File: config.mk
export PLATFORM = sky130hd
export DESIGN_NAME = dft_twiddle_seq_flat
export DESIGN_NICKNAME = d
export VERILOG_FILES = /design/src/rtl/dft_twiddle_seq_if.sv /design/src/rtl/dft_twiddle_seq.sv /design/src/flat_wrapper.sv
export SDC_FILE = /design/constraint.sdc
export NUM_CORES = 1
export LEC_CHECK = 0
export CORE_MARGIN = 10
export CORE_UTILIZATION = 55
export DETAILED_ROUTE_END_ITERATION = 12
export PLACE_DENSITY = 0.84
export SLEW_MARGIN = 25
export SYNTH_ARGS = -nofsm -noshare
export SYNTH_HDL_FRONTEND = slang
export SYNTH_SLANG_ARGS = --single-unit
File: constraint.sdc
create_clock -name clk -period 5.05 [get_ports clk]
set_input_delay 0.505 -clock clk [delete_from_list [all_inputs] [get_ports clk]]
set_output_delay 0.505 -clock clk [all_outputs]
set_load 0.005 [all_outputs]
File: src/rtl/dft_twiddle_seq_if.sv
// Beat stream from the DFT twiddle sequencer to the MAC datapath.
// The master drives the beat fields and valid; the slave returns ready.
interface dft_twiddle_seq_if #(
  parameter int AW = 6
) ();
  logic          out_valid_o;
  logic          out_ready_i;
  logic [AW-1:0] x_addr_o;
  logic [AW-1:0] tw_addr_o;
  logic [AW-1:0] k_o;
  logic          first_o;
  logic          last_o;
  logic          job_last_o;

  modport master (
    output out_valid_o, x_addr_o, tw_addr_o, k_o, first_o, last_o, job_last_o,
    input  out_ready_i
  );

  modport slave (
    input  out_valid_o, x_addr_o, tw_addr_o, k_o, first_o, last_o, job_last_o,
    output out_ready_i
  );
endinterface

File: src/rtl/dft_twiddle_seq.sv
// Sequencer for an N-point DFT: for each bin k in [k_first, k_last] it issues
// N beats of (n, (k*n) mod N), with the twiddle index built by modular accumulation.
module dft_twiddle_seq #(
  parameter int N  = 64,
  parameter int AW = $clog2(N)
) (
  input  logic          clk,
  input  logic          rst_n,
  input  logic          start_i,
  input  logic          abort_i,
  input  logic [AW-1:0] k_first_i,
  input  logic [AW-1:0] k_last_i,
  output logic          busy_o,
  output logic          done_o,
  output logic          cfg_err_o,
  output logic          aborted_o,
  dft_twiddle_seq_if.master st
);

  localparam logic [AW-1:0] N_M1 = AW'(N - 1);
  localparam logic [AW:0]   N_W  = (AW + 1)'(N);

  typedef enum logic {IDLE, RUN} state_t;

  // tw and k are both below N, so one conditional subtract keeps the sum in range.
  function automatic logic [AW-1:0] tw_step(input logic [AW-1:0] tw, input logic [AW-1:0] k);
    logic [AW:0] sum;
    sum = {1'b0, tw} + {1'b0, k};
    if (sum >= N_W) sum = sum - N_W;
    return sum[AW-1:0];
  endfunction

  state_t        state_q, state_d;
  logic [AW-1:0] n_q, n_d, k_q, k_d, tw_q, tw_d, klast_q, klast_d;
  logic          valid_q, valid_d, busy_q, busy_d;
  logic          done_q, done_d, cfg_err_q, cfg_err_d, aborted_q, aborted_d;
  logic          first_q, first_d, last_q, last_d, job_last_q, job_last_d;
  logic          xfer, bad_range;

  assign xfer      = valid_q && st.out_ready_i;
  assign bad_range = (k_first_i > k_last_i) || ({1'b0, k_last_i} >= N_W);

  always_comb begin
    state_d   = state_q;
    n_d       = n_q;
    k_d       = k_q;
    tw_d      = tw_q;
    klast_d   = klast_q;
    valid_d   = valid_q;
    busy_d    = busy_q;
    done_d    = 1'b0;
    cfg_err_d = 1'b0;
    aborted_d = 1'b0;
    case (state_q)
      IDLE: begin
        valid_d = 1'b0;
        busy_d  = 1'b0;
        n_d     = '0;
        k_d     = '0;
        tw_d    = '0;
        if (start_i) begin
          if (bad_range) begin
            done_d    = 1'b1;
            cfg_err_d = 1'b1;
          end else begin
            state_d = RUN;
            valid_d = 1'b1;
            busy_d  = 1'b1;
            k_d     = k_first_i;
            klast_d = k_last_i;
          end
        end
      end
      RUN: begin
        // Abort wins even over the final transfer of the job.
        if (abort_i) begin
          state_d   = IDLE;
          valid_d   = 1'b0;
          busy_d    = 1'b0;
          aborted_d = 1'b1;
          n_d       = '0;
          k_d       = '0;
          tw_d      = '0;
        end else if (xfer) begin
          if (n_q != N_M1) begin
            n_d  = n_q + AW'(1);
            tw_d = tw_step(tw_q, k_q);
          end else if (k_q != klast_q) begin
            n_d  = '0;
            tw_d = '0;
            k_d  = k_q + AW'(1);
          end else begin
            state_d = IDLE;
            valid_d = 1'b0;
            busy_d  = 1'b0;
            done_d  = 1'b1;
            n_d     = '0;
            k_d     = '0;
            tw_d    = '0;
          end
        end
      end
      default: state_d = IDLE;
    endcase
    first_d    = valid_d && (n_d == '0);
    last_d     = valid_d && (n_d == N_M1);
    job_last_d = last_d && (k_d == klast_d);
  end

  always_ff @(posedge clk or negedge rst_n) begin
    if (!rst_n) begin
      state_q    <= IDLE;
      n_q        <= '0;
      k_q        <= '0;
      tw_q       <= '0;
      klast_q    <= '0;
      valid_q    <= 1'b0;
      busy_q     <= 1'b0;
      done_q     <= 1'b0;
      cfg_err_q  <= 1'b0;
      aborted_q  <= 1'b0;
      first_q    <= 1'b0;
      last_q     <= 1'b0;
      job_last_q <= 1'b0;
    end else begin
      state_q    <= state_d;
      n_q        <= n_d;
      k_q        <= k_d;
      tw_q       <= tw_d;
      klast_q    <= klast_d;
      valid_q    <= valid_d;
      busy_q     <= busy_d;
      done_q     <= done_d;
      cfg_err_q  <= cfg_err_d;
      aborted_q  <= aborted_d;
      first_q    <= first_d;
      last_q     <= last_d;
      job_last_q <= job_last_d;
    end
  end

  assign busy_o         = busy_q;
  assign done_o         = done_q;
  assign cfg_err_o      = cfg_err_q;
  assign aborted_o      = aborted_q;
  assign st.out_valid_o = valid_q;
  assign st.x_addr_o    = n_q;
  assign st.tw_addr_o   = tw_q;
  assign st.k_o         = k_q;
  assign st.first_o     = first_q;
  assign st.last_o      = last_q;
  assign st.job_last_o  = job_last_q;

endmodule

File: src/flat_wrapper.sv
// flat-port wrapper written by rule: the top's interface ports become plain ports
module dft_twiddle_seq_flat 
#(
  parameter int N  = 64,
  parameter int AW = $clog2(N)
)
  (clk, rst_n, start_i, abort_i, k_first_i, k_last_i, busy_o, done_o, cfg_err_o, aborted_o, st_out_valid_o, st_x_addr_o, st_tw_addr_o, st_k_o, st_first_o, st_last_o, st_job_last_o, st_out_ready_i);
  dft_twiddle_seq_if #(.AW(AW)) st_i ();
  input  logic clk;
  input  logic rst_n;
  input  logic start_i;
  input  logic abort_i;
  input  logic [AW-1:0] k_first_i;
  input  logic [AW-1:0] k_last_i;
  output logic busy_o;
  output logic done_o;
  output logic cfg_err_o;
  output logic aborted_o;
  output wire logic [$bits(st_i.out_valid_o)-1:0] st_out_valid_o;
  output wire logic [$bits(st_i.x_addr_o)-1:0] st_x_addr_o;
  output wire logic [$bits(st_i.tw_addr_o)-1:0] st_tw_addr_o;
  output wire logic [$bits(st_i.k_o)-1:0] st_k_o;
  output wire logic [$bits(st_i.first_o)-1:0] st_first_o;
  output wire logic [$bits(st_i.last_o)-1:0] st_last_o;
  output wire logic [$bits(st_i.job_last_o)-1:0] st_job_last_o;
  input wire logic [$bits(st_i.out_ready_i)-1:0] st_out_ready_i;
  assign st_out_valid_o = st_i.out_valid_o;
  assign st_x_addr_o = st_i.x_addr_o;
  assign st_tw_addr_o = st_i.tw_addr_o;
  assign st_k_o = st_i.k_o;
  assign st_first_o = st_i.first_o;
  assign st_last_o = st_i.last_o;
  assign st_job_last_o = st_i.job_last_o;
  assign st_i.out_ready_i = st_out_ready_i;
  dft_twiddle_seq #(.N(N), .AW(AW)) u_core (.clk(clk), .rst_n(rst_n), .start_i(start_i), .abort_i(abort_i), .k_first_i(k_first_i), .k_last_i(k_last_i), .busy_o(busy_o), .done_o(done_o), .cfg_err_o(cfg_err_o), .aborted_o(aborted_o), .st(st_i));
endmodule
Yosys cells after proc, flatten, opt, wreduce, memory -nomap -nowiden
Index checks and enable logic that the tools add are counted.
- flip-flop bits (word level): 33
- output and inout bits: 26
- add/sub/neg operators: 4
- $lt $le $gt $ge: 2
- equality and inequality tests: 7
- mux-type cells: 46
- bitwise logic cells: 1
- reduce and logical (&&, ||, !) cells: 6
- operator list (kind ; count):
    $mux 6 ; 16
    $pmux 6 s2 ; 3
    $mux 1 ; 23
    $add 6x1->6 const B ; 2
    $ne 3x3->1 const B ; 3
    $pmux 1 s2 ; 4
    $add 6x6->7 ; 1
    $ge 7x7->1 const B ; 1
    $eq 6x6->1 ; 1
    $eq 6x6->1 const B ; 1
    $gt 6x6->1 ; 1
    $logic_not 6->1 ; 1
    $ne 6x6->1 ; 1
    $ne 6x6->1 const B ; 1
    $sub 6x1->6 const B ; 1
    $logic_and 1x1->1 ; 4
    $reduce_and 3->1 ; 1
    $not 1->1 ; 1

Longest topological paths before layout
Gate-level depths: netlist of run 1.
- depth after elaboration: 8
- gate-level depth with buffers: 10

Least setup slack after synthesis of run 1
Ideal clock, no wire load.
- path kind: input -> register
- from: input port k_last_i[5]
- to: register u_core.job_last_q, in the netlist u_core.st.job_last_o
- library setup time: 0.095 ns
- data arrival time: 2.330 ns
- slack: 2.625 ns
- stages on the path: 10
- buffers on the path: 1
- path through: inv_1 ha_1 nand4_1 o21bai_1 a31o_4 and2_1 clkbuf_1 mux2_1 xor2_1 nor4b_2
- cells in the longest elaborated chain, start to end: 6
- elaborated cells between the ends (all ways): 13
- those cells by class: order compare (1); eq/ne (1); mux (9); reduce/logical (2)
- ends and longest elaborated chain (element ; line ; source):
    start, declared ; flat_wrapper.sv:14 ; input logic [AW-1:0] k_last_i;
    $gt 6x6->1 ; dft_twiddle_seq.sv:41 ; assign bad_range = (k_first_i > k_last_i) || ({1'b0, k_last_i} >= N_W);
    $mux 6 (*) ; dft_twiddle_seq.sv:62 ; if (bad_range) begin
    $mux 6 (*) ; dft_twiddle_seq.sv:61 ; if (start_i) begin
    $mux 6 (*) ; dft_twiddle_seq.sv:54 ; case (state_q)
    via u_core.klast_d[5] ; dft_twiddle_seq.sv:34 ; logic [AW-1:0] n_q, n_d, k_q, k_d, tw_q, tw_d, klast_q, klast_d;
    $eq 6x6->1 (*) ; dft_twiddle_seq.sv:107 ; job_last_d = last_d && (k_d == klast_d);
    $logic_and 1x1->1 (*) ; dft_twiddle_seq.sv:107 ;
    via u_core.job_last_d ; dft_twiddle_seq.sv:37 ; logic first_q, first_d, last_q, last_d, job_last_q, job_last_d;
    end signal, assigned ; dft_twiddle_seq.sv:138 ; job_last_q <= job_last_d;
    end, declared ; dft_twiddle_seq.sv:37 ;
Mark *: on every way through the listed nets, which the timed path passes. The rest lies on a longest branch.
A chain may end at the register's enable or synchronous reset.

Worst setup path in the final report of run 1
- from: input port k_last_i[5]
- to: register u_core.job_last_q, in the netlist u_core.st.job_last_o
- cells in the longest elaborated chain, start to end: 6
- elaborated cells between the ends (all ways): 13
- those cells by class: order compare (1); eq/ne (1); mux (9); reduce/logical (2)
- ends and longest elaborated chain (element ; line):
    $gt 6x6->1 ; dft_twiddle_seq.sv:41
    $mux 6 ; dft_twiddle_seq.sv:62
    $mux 6 ; dft_twiddle_seq.sv:61
    $pmux 6 s2 ; dft_twiddle_seq.sv:54
    via u_core.k_d[0] ; dft_twiddle_seq.sv:34
    $eq 6x6->1 ; dft_twiddle_seq.sv:107
    $logic_and 1x1->1 ; dft_twiddle_seq.sv:107
    via u_core.job_last_d ; dft_twiddle_seq.sv:37
The timed path passes the listed nets, and every way through them passes these cells.

==> results.cfg, run 1 <==
[run_status]
status = finished clean

[min_path]
hp-start = u_core.busy_o
hold_path.class = reg -> reg
hold_depth = 1
min_to = u_core.busy_o

[clock_network]
ctsResizeCount = 0
insertion_delay_ns = 0.28
cts.htree.levels = 2
numCtsBuffers = 5
postCtsHoldBufs = 0
cts_tree = built
cts.reportedPaths.clkPinSlew_ns = 0.06
cts_buffer_depth = 2
post_cts_buffers = 0
clock-sinks = 33
cts.root.buffer_cell = clkbuf_8

[logic_synthesis]
synth_common_cells = dfrtp_1 (33), xor2_1 (15), ha_1 (13)
synth-edff-count = 0
ys_seq_area_share_pct = 41.1
synth.largest_area_cell = dfrtp_1
synth_seq_cells = 33
async_reset_ff_share_pct = 100
synth_area_sq_um = 2010
yosysMostFrequentCell = dfrtp_1
syn_inst = 190
synth.distinct_cells = 56
yosys-top-cells-area = dfrtp_1 (41%), ha_1 (8.1%), xor2_1 (6.5%)
synthesis.nets = 221
ys_warn_count = 0
synth_ff_type = dfrtp_1
netlist.area_leader.share_pct = 41.1
post_synth.cell_area_avg_sq_um = 10.6

[global_route]
grt_usage_pct = 15.7
grt_pass1_wl_mm = 8.16
grt_max_degree = 34
grt-ovfl-total = 0
grt_pass1_vias = 1702
antenna_found_initial = 0

[die]
core_area_sq_um = 3440
start_util_pct = 58.3
rows = 21
die-height_microns = 80.4
dieArea_sq_um = 6460
die_w_microns = 80.4
pin_count = 43

[routing]
routed_wl_mm = 4.95
drc_errors = 0
first_pass_iters = 4
wl_per_cell_microns = 17.5
drtAntennaViolNets = 0
drtIter0Drc = 166
vias = 1655
vias_per_cell = 5.85

[setup_path]
crit_path_start_kind = primary input
worstRegToRegCells = 7
cp_max_fo = 16
worstReg2RegStart = u_core.st.k_o[1]
r2r-end = u_core.st.job_last_o
crit_type = in -> reg
regToRegSetupSlack_ns = 2.48
worstPathArrival_ns = 3.02
required_ns = 5.24
endpoint_kind = register

[timing]
fin_tns_setup_ns = 0
slew_violations = 0
post-route-period-util_pct = 56.1
worst_slack_ns = 2.22
finClkSkew_ns = 0.00723
timing.fmax_mhz = 353
worst_pin_slew_ns = 0.671
slew_headroom_pct = 55.1
setup_viol = 0
timing.final.hold_violations = 0
rsz0062_at_grt = no
whs_ns = 0.480
period_needed_ns = 2.83

[layout]
drive_above_1_share_pct = 12.2
n_fill_cell = 243
num-nets-final = 267
diodes = 0
final_area_sq_um = 2550
area_growth_pct = 27.2

[pwr]
cellPowerDensity_nw_per_um2 = 273
ir_worst_vdd_mv = 0.176
finalPower_uw = 697
leakage_nw = 1.22

[placed_design]
dpl.hpwl_mm = 3.87
dp_slack_ns = 1.93
portBuffers = 42
place_area_sq_um = 2470
routabilityCongestion = 0.864

[flow_run]
drv_cap = 0
==> registers in the layout (all words and copies together) (netlist names) <==
register               flops
u_core.st.out_valid_o      1
u_core.st.first_o          1
u_core.st.job_last_o       1
u_core.state_q             1
u_core.klast_q             6
u_core.st.x_addr_o         6
u_core.busy_o              1
u_core.aborted_o           1
u_core.st.k_o              6
u_core.done_o              1
u_core.st.tw_addr_o        6
u_core.st.last_o           1
u_core.cfg_err_o           1
==> worst max-delay path, cell delays in order <==
cell             delay [ns]
clkdlybuf4s50_1        0.49
inv_1                  0.05
ha_1                   0.30
nand4_1                0.12
o21bai_1               0.19
a31o_4                 0.30
a32o_1                 0.30
and3_2                 0.21
nor4b_1                0.30
nor4b_2                0.25
==> cells in the final DEF, fill, tap and decap left out, types with 3 or more instances in the layout <==
| cell | instances |
|---|---|
| a21o_1 | 3 |
| a21oi_1 | 11 |
| a22o_1 | 5 |
| a22o_2 | 3 |
| a32o_1 | 3 |
| and2_1 | 3 |
| and3_1 | 5 |
| clkbuf_1 | 3 |
| clkbuf_8 | 5 |
| clkdlybuf4s50_1 | 42 |
| dfrtp_1 | 33 |
| ha_1 | 13 |
| inv_1 | 9 |
| nand2_1 | 6 |
| nand3_1 | 11 |
| nor2_1 | 8 |
| nor3_1 | 4 |
| o21ai_0 | 4 |
| xnor2_1 | 3 |
| xor2_1 | 15 |
==> logic make-up (layout without fill, tap and decap cells) <==
group / count (synthesis) / after routing / synth area share, %
compound gates: 46 / 46 / 18.0
xor+xnor: 18 / 18 / 7.86
fa+ha+maj: 14 / 14 / 9.10
buf+inv: 13 / 60 / 2.62
flops: 33 / 33 / 41.1
mux: 3 / 3 / 1.62
simple gates: 63 / 63 / 19.7
==> final cells by class <==
class,instances,area [sq um],share of cell area (%)
Clock buffer,8,80.1,3.14
Inverter,9,33.8,1.32
Multi-Input combinational cell,144,1130,44.2
Sequential cell,33,826,32.3
Tap cell,46,57.6,2.25
Timing Repair Buffer,43,428,16.8
==> layer usage <==
metal / GRT usage (%) / routed length, microns / vias to the layer above / part of all wire [%]
met5: 0 / 0 / - / 0
met4: 4.93 / 43 / 0 / 0.87
met3: 3.90 / 362 / 5 / 7.3
met2: 27.9 / 2540 / 53 / 51
met1: 18.0 / 2010 / 800 / 40
li1: - / - / 797 / -
==> report_power, final <==
| group | internal, mW | switching [mW] |
|---|---|---|
| combinational | 0.0940 | 0.0930 |
| sequential | 0.292 | 0.0273 |
| clock | 0.0979 | 0.0924 |
| total | 0.484 | 0.213 |
==> metrics by stage <==
stage	utilization (%)	std cells
final	74.2	283
after global routing	74.2	283
after CTS	74.2	283
after detailed placement	71.9	275
after global placement	71.9	275
after floorplan	-	190
==> how the worst max path moves through the flow <==
stage / endpoint / slack (ns) / from
CTS: u_core.st.job_last_o / 2.21 / k_last_i[5]
finish: u_core.st.job_last_o / 2.22 / k_last_i[5]
floorplan: u_core.st.job_last_o / 2.63 / k_last_i[5]
global placement: u_core.st.job_last_o / 2.06 / k_last_i[5]
detailed placement: u_core.st.job_last_o / 1.93 / k_last_i[5]
global route: u_core.st.job_last_o / 2.07 / k_last_i[5]
Note: power is estimated with default switching activity, not from simulation.
==> inputs of run 2 (changes only) <==
- CORE_UTILIZATION: 55 -> 46
- PLACE_DENSITY: 0.84 -> 0.75
- clock period: 5.05 -> 2.6 ns (I/O delays scaled with it)
==> run 2 against run 1 <==
Effect of this change: worst setup slack got worse by 2.1 ns; critical path depth rose by 2; global-route usage is 1.9 points lower; critical endpoint unchanged; critical path type unchanged; combinational power increased by 140%; largest power group unchanged; die area grew 15%.
==> results.cfg, run 2 (synthesized netlist as in run 1, its figures left out) <==
[run_status]
status = finished clean

[layout]
n_fill_cell = 339
diodes = 0
mostFrequentLayoutCells = clkdlybuf4s50_1 (41), dfrtp_1 (33), buf_4 (24)
num-nets-final = 291
final_common_cell = clkdlybuf4s50_1
area_growth_pct = 40.5
fin_util_pct = 68.5
drive_above_1_share_pct = 24.6

[clock_network]
cts_buffer_depth = 2
postCtsHoldBufs = 0
cts.htree.levels = 2
cts.root.buffer_cell = clkbuf_8
numCtsBuffers = 5
clock-sinks = 33
post_cts_buffers = 0
cts_tree = built
cts.reportedPaths.clkPinSlew_ns = 0.06
ctsResizeCount = 0
insertion_delay_ns = 0.29

[placed_design]
routabilityCongestion = 0.863
portBuffers = 42
dpl.hpwl_mm = 3.92

[setup_path]
crit_path_start_kind = primary input
worstReg2RegStart = u_core.st.x_addr_o[0]
crit_type = in -> reg
worstPathArrival_ns = 2.61
slowest_delay_ns = 0.48
cp_cell_sequence = clkdlybuf4s50_1, inv_1, ha_4, nand4_1, o21bai_4, a31o_4, buf_4, a32o_1, buf_4, a21oi_1, nor4b_2, nor4b_2
crit_family = compound AO/OA/AOI/OAI gates
cp_num_buf_inv = 4
crit_start = k_last_i[3]
cp_max_fo = 6
required_ns = 2.76
slowest_stage = clkdlybuf4s50_1
endpoint_kind = register

[timing]
timing.fmax_mhz = 408
slew_headroom_pct = 65.6
worst_pin_slew_ns = 0.511
timing.final.hold_violations = 0
period_needed_ns = 2.45
slew_violations = 0
post-route-period-util_pct = 94.3
whs_ns = 0.307
finClkSkew_ns = 0.0106
setup_viol = 0

[global_route]
grt-ovfl-total = 0
grt_pass1_vias = 1806
grt_pass1_wl_mm = 8.45
grt_max_degree = 34
grt_usage_pct = 13.8
antenna_found_initial = 0

[min_path]
hold_path.class = in -> reg
hp-start = k_last_i[5]

[routing]
vias = 1757
drc_errors = 0
drtIter0Drc = 98
drtAntennaViolNets = 0
first_pass_iters = 4
wl_per_cell_microns = 16.6
routed_wl_mm = 5.14
vias_per_cell = 5.67

[die]
rows = 23
start_util_pct = 48.8
die-height_microns = 86.1
core_area_sq_um = 4120
dieArea_sq_um = 7400
die_w_microns = 86.1
pin_count = 43

[flow_run]
drv_cap = 0

[pwr]
cellPowerDensity_nw_per_um2 = 516
finalPower_mw = 1.45
leakage_nw = 1.36
ir_worst_vdd_mv = 0.240
[run 2: routing by layer]
metal | GRT usage, % | vias up | part of all wire [%]
met5 | 0 | - | 0
met4 | 5.09 | 0 | 1.8
met3 | 3.78 | 10 | 5.6
met2 | 23.4 | 50 | 50
met1 | 16.1 | 853 | 42
li1 | - | 844 | -
[run 2: worst register-to-register path, delay by kind of cell (launching register included)]
kind / cells / cell delay, ns
and+or+nand+nor: 5 / 1.16
AOI/OAI and AO/OA: 1 / 0.24
xor gates and xnor gates: 1 / 0.15
adders and majority gates: 1 / 0.27
DFF: 1 / 0.42
[run 2: cell type report]
type	count	area, sq um	share of cell area [%]
clock buffers	7	86.3	3.06
inverters	9	33.8	1.20
multi-input cells	145	1210	42.9
flip-flops and latches	33	826	29.3
well taps	50	62.6	2.22
repair buffers	66	603	21.4
[run 2: report_power, final]
group          total [mW]  internal (mW)  leakage, nW  switching (mW)
clock network       0.389          0.210       0.0443           0.180
registers           0.616          0.568        0.441          0.0475
logic               0.449          0.243        0.871           0.206
[run 2: path summary, 6_finish.rpt]
path	endpoint	cells past startpoint	slack, ns
setup / recovery	u_core.st.job_last_o	12	0.15
hold / removal	u_core.klast_q[5]	2	0.31
setup reg to reg	u_core.st.job_last_o	8	0.28
hold reg to reg	u_core.busy_o	1	0.49
max in group asynchronous	u_core.klast_q[0]	2	1.93
min in group asynchronous	u_core.st.x_addr_o[3]	2	0.37
[run 2: stage by stage]
| step | cells | setup slack, ns | area, sq um | TNS [ns] |
|---|---|---|---|---|
| after detailed placement | 302 | -0.192 | 2650 | -0.192 |
| after floorplan | 190 | 0.420 | 2010 | 0 |
| after global placement | 302 | -0.143 | 2650 | -0.143 |
| final | 310 | 0.149 | 2820 | 0 |
| after global routing | 310 | -0.0132 | 2820 | -0.0132 |
| after CTS | 309 | 0.0921 | 2740 | 0 |
==> inputs of run 3 (changes only) <==
- CORE_MARGIN: 10 -> 3
==> run 3 against run 2 <==
Effect of this change: sequential power is essentially flat; global-route usage grew 4.7 points; routed wire length shrank 13%; sequential share of layout area grew 0.73 points; worst hold slack gained 0.070 ns; cell count shrank 0.32%; non-clock buffer count shrank 1; critical path depth shrank 2; highest routed layer unchanged.
==> results.cfg, run 3 (synthesized netlist as in run 1, its figures left out) <==
[run_status]
status = finished clean

[placed_design]
dp.cells = 301
portBuffers = 42
routabilityCongestion = 0.826
dpl.hpwl_mm = 3.49

[timing]
worst_pin_slew_ns = 0.436
timing.final.hold_violations = 0
rsz0062_at_grt = no
slew_violations = 0
timing.fmax_mhz = 399
period_needed_ns = 2.50
whs_ns = 0.378
post-route-period-util_pct = 96.3
slew_headroom_pct = 70.6
setup_viol = 0
finClkSkew_ns = 0.00702

[clock_network]
post_cts_buffers = 0
numCtsBuffers = 5
insertion_delay_ns = 0.29
postCtsHoldBufs = 0
cts_buffer_depth = 2
cts_tree = built
cts.reportedPaths.clkPinSlew_ns = 0.07
cts.root.buffer_cell = clkbuf_8
clock-sinks = 33
cts.htree.levels = 2

[routing]
wl_per_cell_microns = 14.5
drc_errors = 0
routed_wl_mm = 4.48
vias_per_cell = 5.50
drtAntennaViolNets = 0
first_pass_iters = 4
drtIter0Drc = 134
vias = 1700

[global_route]
grt_usage_pct = 18.5
grt_max_degree = 34
grt_pass1_wl_mm = 7.51
antenna_found_initial = 0
grt-ovfl-total = 0
grt_pass1_vias = 1643

[setup_path]
path_depth = 10
crit_family = simple AND/OR/NAND/NOR gates
crit_path_start_kind = primary input
slowest_delay_ns = 0.48
endpoint_kind = register
cp_cell_sequence = clkdlybuf4s50_1, inv_1, ha_1, nand4_1, o21bai_1, a31o_4, and2_1, mux2_1, xor2_1, nor4b_2
cp_max_fo = 13
cp_num_buf_inv = 2
regToRegSetupSlack_ns = 0.28
slowest_stage = clkdlybuf4s50_1
r2r-end = u_core.st.job_last_o
worstPathArrival_ns = 2.70
worstRegToRegCells = 8
required_ns = 2.80
crit_type = in -> reg
worstReg2RegStart = u_core.st.x_addr_o[0]

[layout]
mostFrequentLayoutCells = clkdlybuf4s50_1 (42), dfrtp_1 (33), buf_4 (23)
final_common_cell = clkdlybuf4s50_1
area_growth_pct = 37.1
drive_above_1_share_pct = 21.2
num-nets-final = 289
final_cells = 309
diodes = 0

[flow_run]
drv_cap = 0

[min_path]
hold_path.class = in -> async

[die]
core_area_sq_um = 4120
dieArea_sq_um = 5190
rows = 23
pin_count = 43
die_w_microns = 72.1
start_util_pct = 48.8
die-height_microns = 72.1

[pwr]
leakage_nw = 1.34
ir_worst_vdd_mv = 0.204
cellPowerDensity_nw_per_um2 = 531
## run 3: cell count changes in the layout (fill, tap and decap cells not counted), sizes merged
cell and delta:
a31o -1, buf -1, clkdlybuf4s50 +1, clkinv +1, dlymetal6s2s -1
## run 3: what timing repair did
item | 4_1_cts | 5_1_grt
hold endpoints to repair | 0 | 0
gates resized for setup | 0 | 1
setup endpoints to repair | 0 | 1
## run 3: layer usage
metal	up-vias	wire [microns]	GRT usage, %
met4	0	62	6.47
met3	5	209	3.74
li1	833	-	-
met2	48	2210	31.7
met5	-	0	0
met1	814	2000	23.3
## run 3: final cells by class
class,instances,area [sq um]
Multi-Input combinational cell,144,1130
Clock inverter,1,5.00
Tap cell,50,62.6
Fill cell,346,1360
Timing Repair Buffer,65,593
Sequential cell,33,826
Clock buffer,7,96.3
Inverter,9,33.8
## run 3: how the worst max path moves through the flow
stage / startpoint / endpoint / slack, ns
2_1_floorplan: k_last_i[5] / u_core.st.job_last_o / 0.42
3_3_place_gp: k_last_i[5] / u_core.st.job_last_o / -0.12
3_5_place_dp: k_last_i[1] / u_core.st.job_last_o / -0.21
4_1_cts: k_last_i[1] / u_core.st.job_last_o / 0.09
5_1_grt: k_last_i[5] / u_core.st.job_last_o / 0.005
6_report: k_last_i[5] / u_core.st.job_last_o / 0.1
## run 3: power breakdown
| part | switching, mW | leakage, nW | internal, mW |
|---|---|---|---|
| logic | 0.193 | 0.849 | 0.228 |
| clock network | 0.186 | 0.0542 | 0.239 |
| registers | 0.0469 | 0.441 | 0.568 |
| total | 0.426 | 1.34 | 1.03 |
## run 3: worst register-to-register path: cells and delay by family, from the launching register on
kind	cells	cell delay, ns
xor gates and xnor gates	1	0.16
AOI/OAI and AO/OA	1	0.23
DFF	1	0.40
and+or+nand+nor	5	1.19
adders and majority gates	1	0.25
## run 3: per-stage QoR
stage | TNS [ns] | worst slack [ns] | utilization [%] | power (mW) | cell area [sq um]
after floorplan | 0 | 0.420 | - | 0.846 | 2010
after detailed placement | -0.208 | -0.208 | 64.2 | 1.04 | 2640
after global routing | 0 | 0.00486 | 66.9 | 1.55 | 2750
after CTS | 0 | 0.0889 | 66.7 | 1.46 | 2750
final | 0 | 0.0963 | 66.9 | 1.46 | 2750
after global placement | -0.124 | -0.124 | 64.2 | 1.03 | 2640
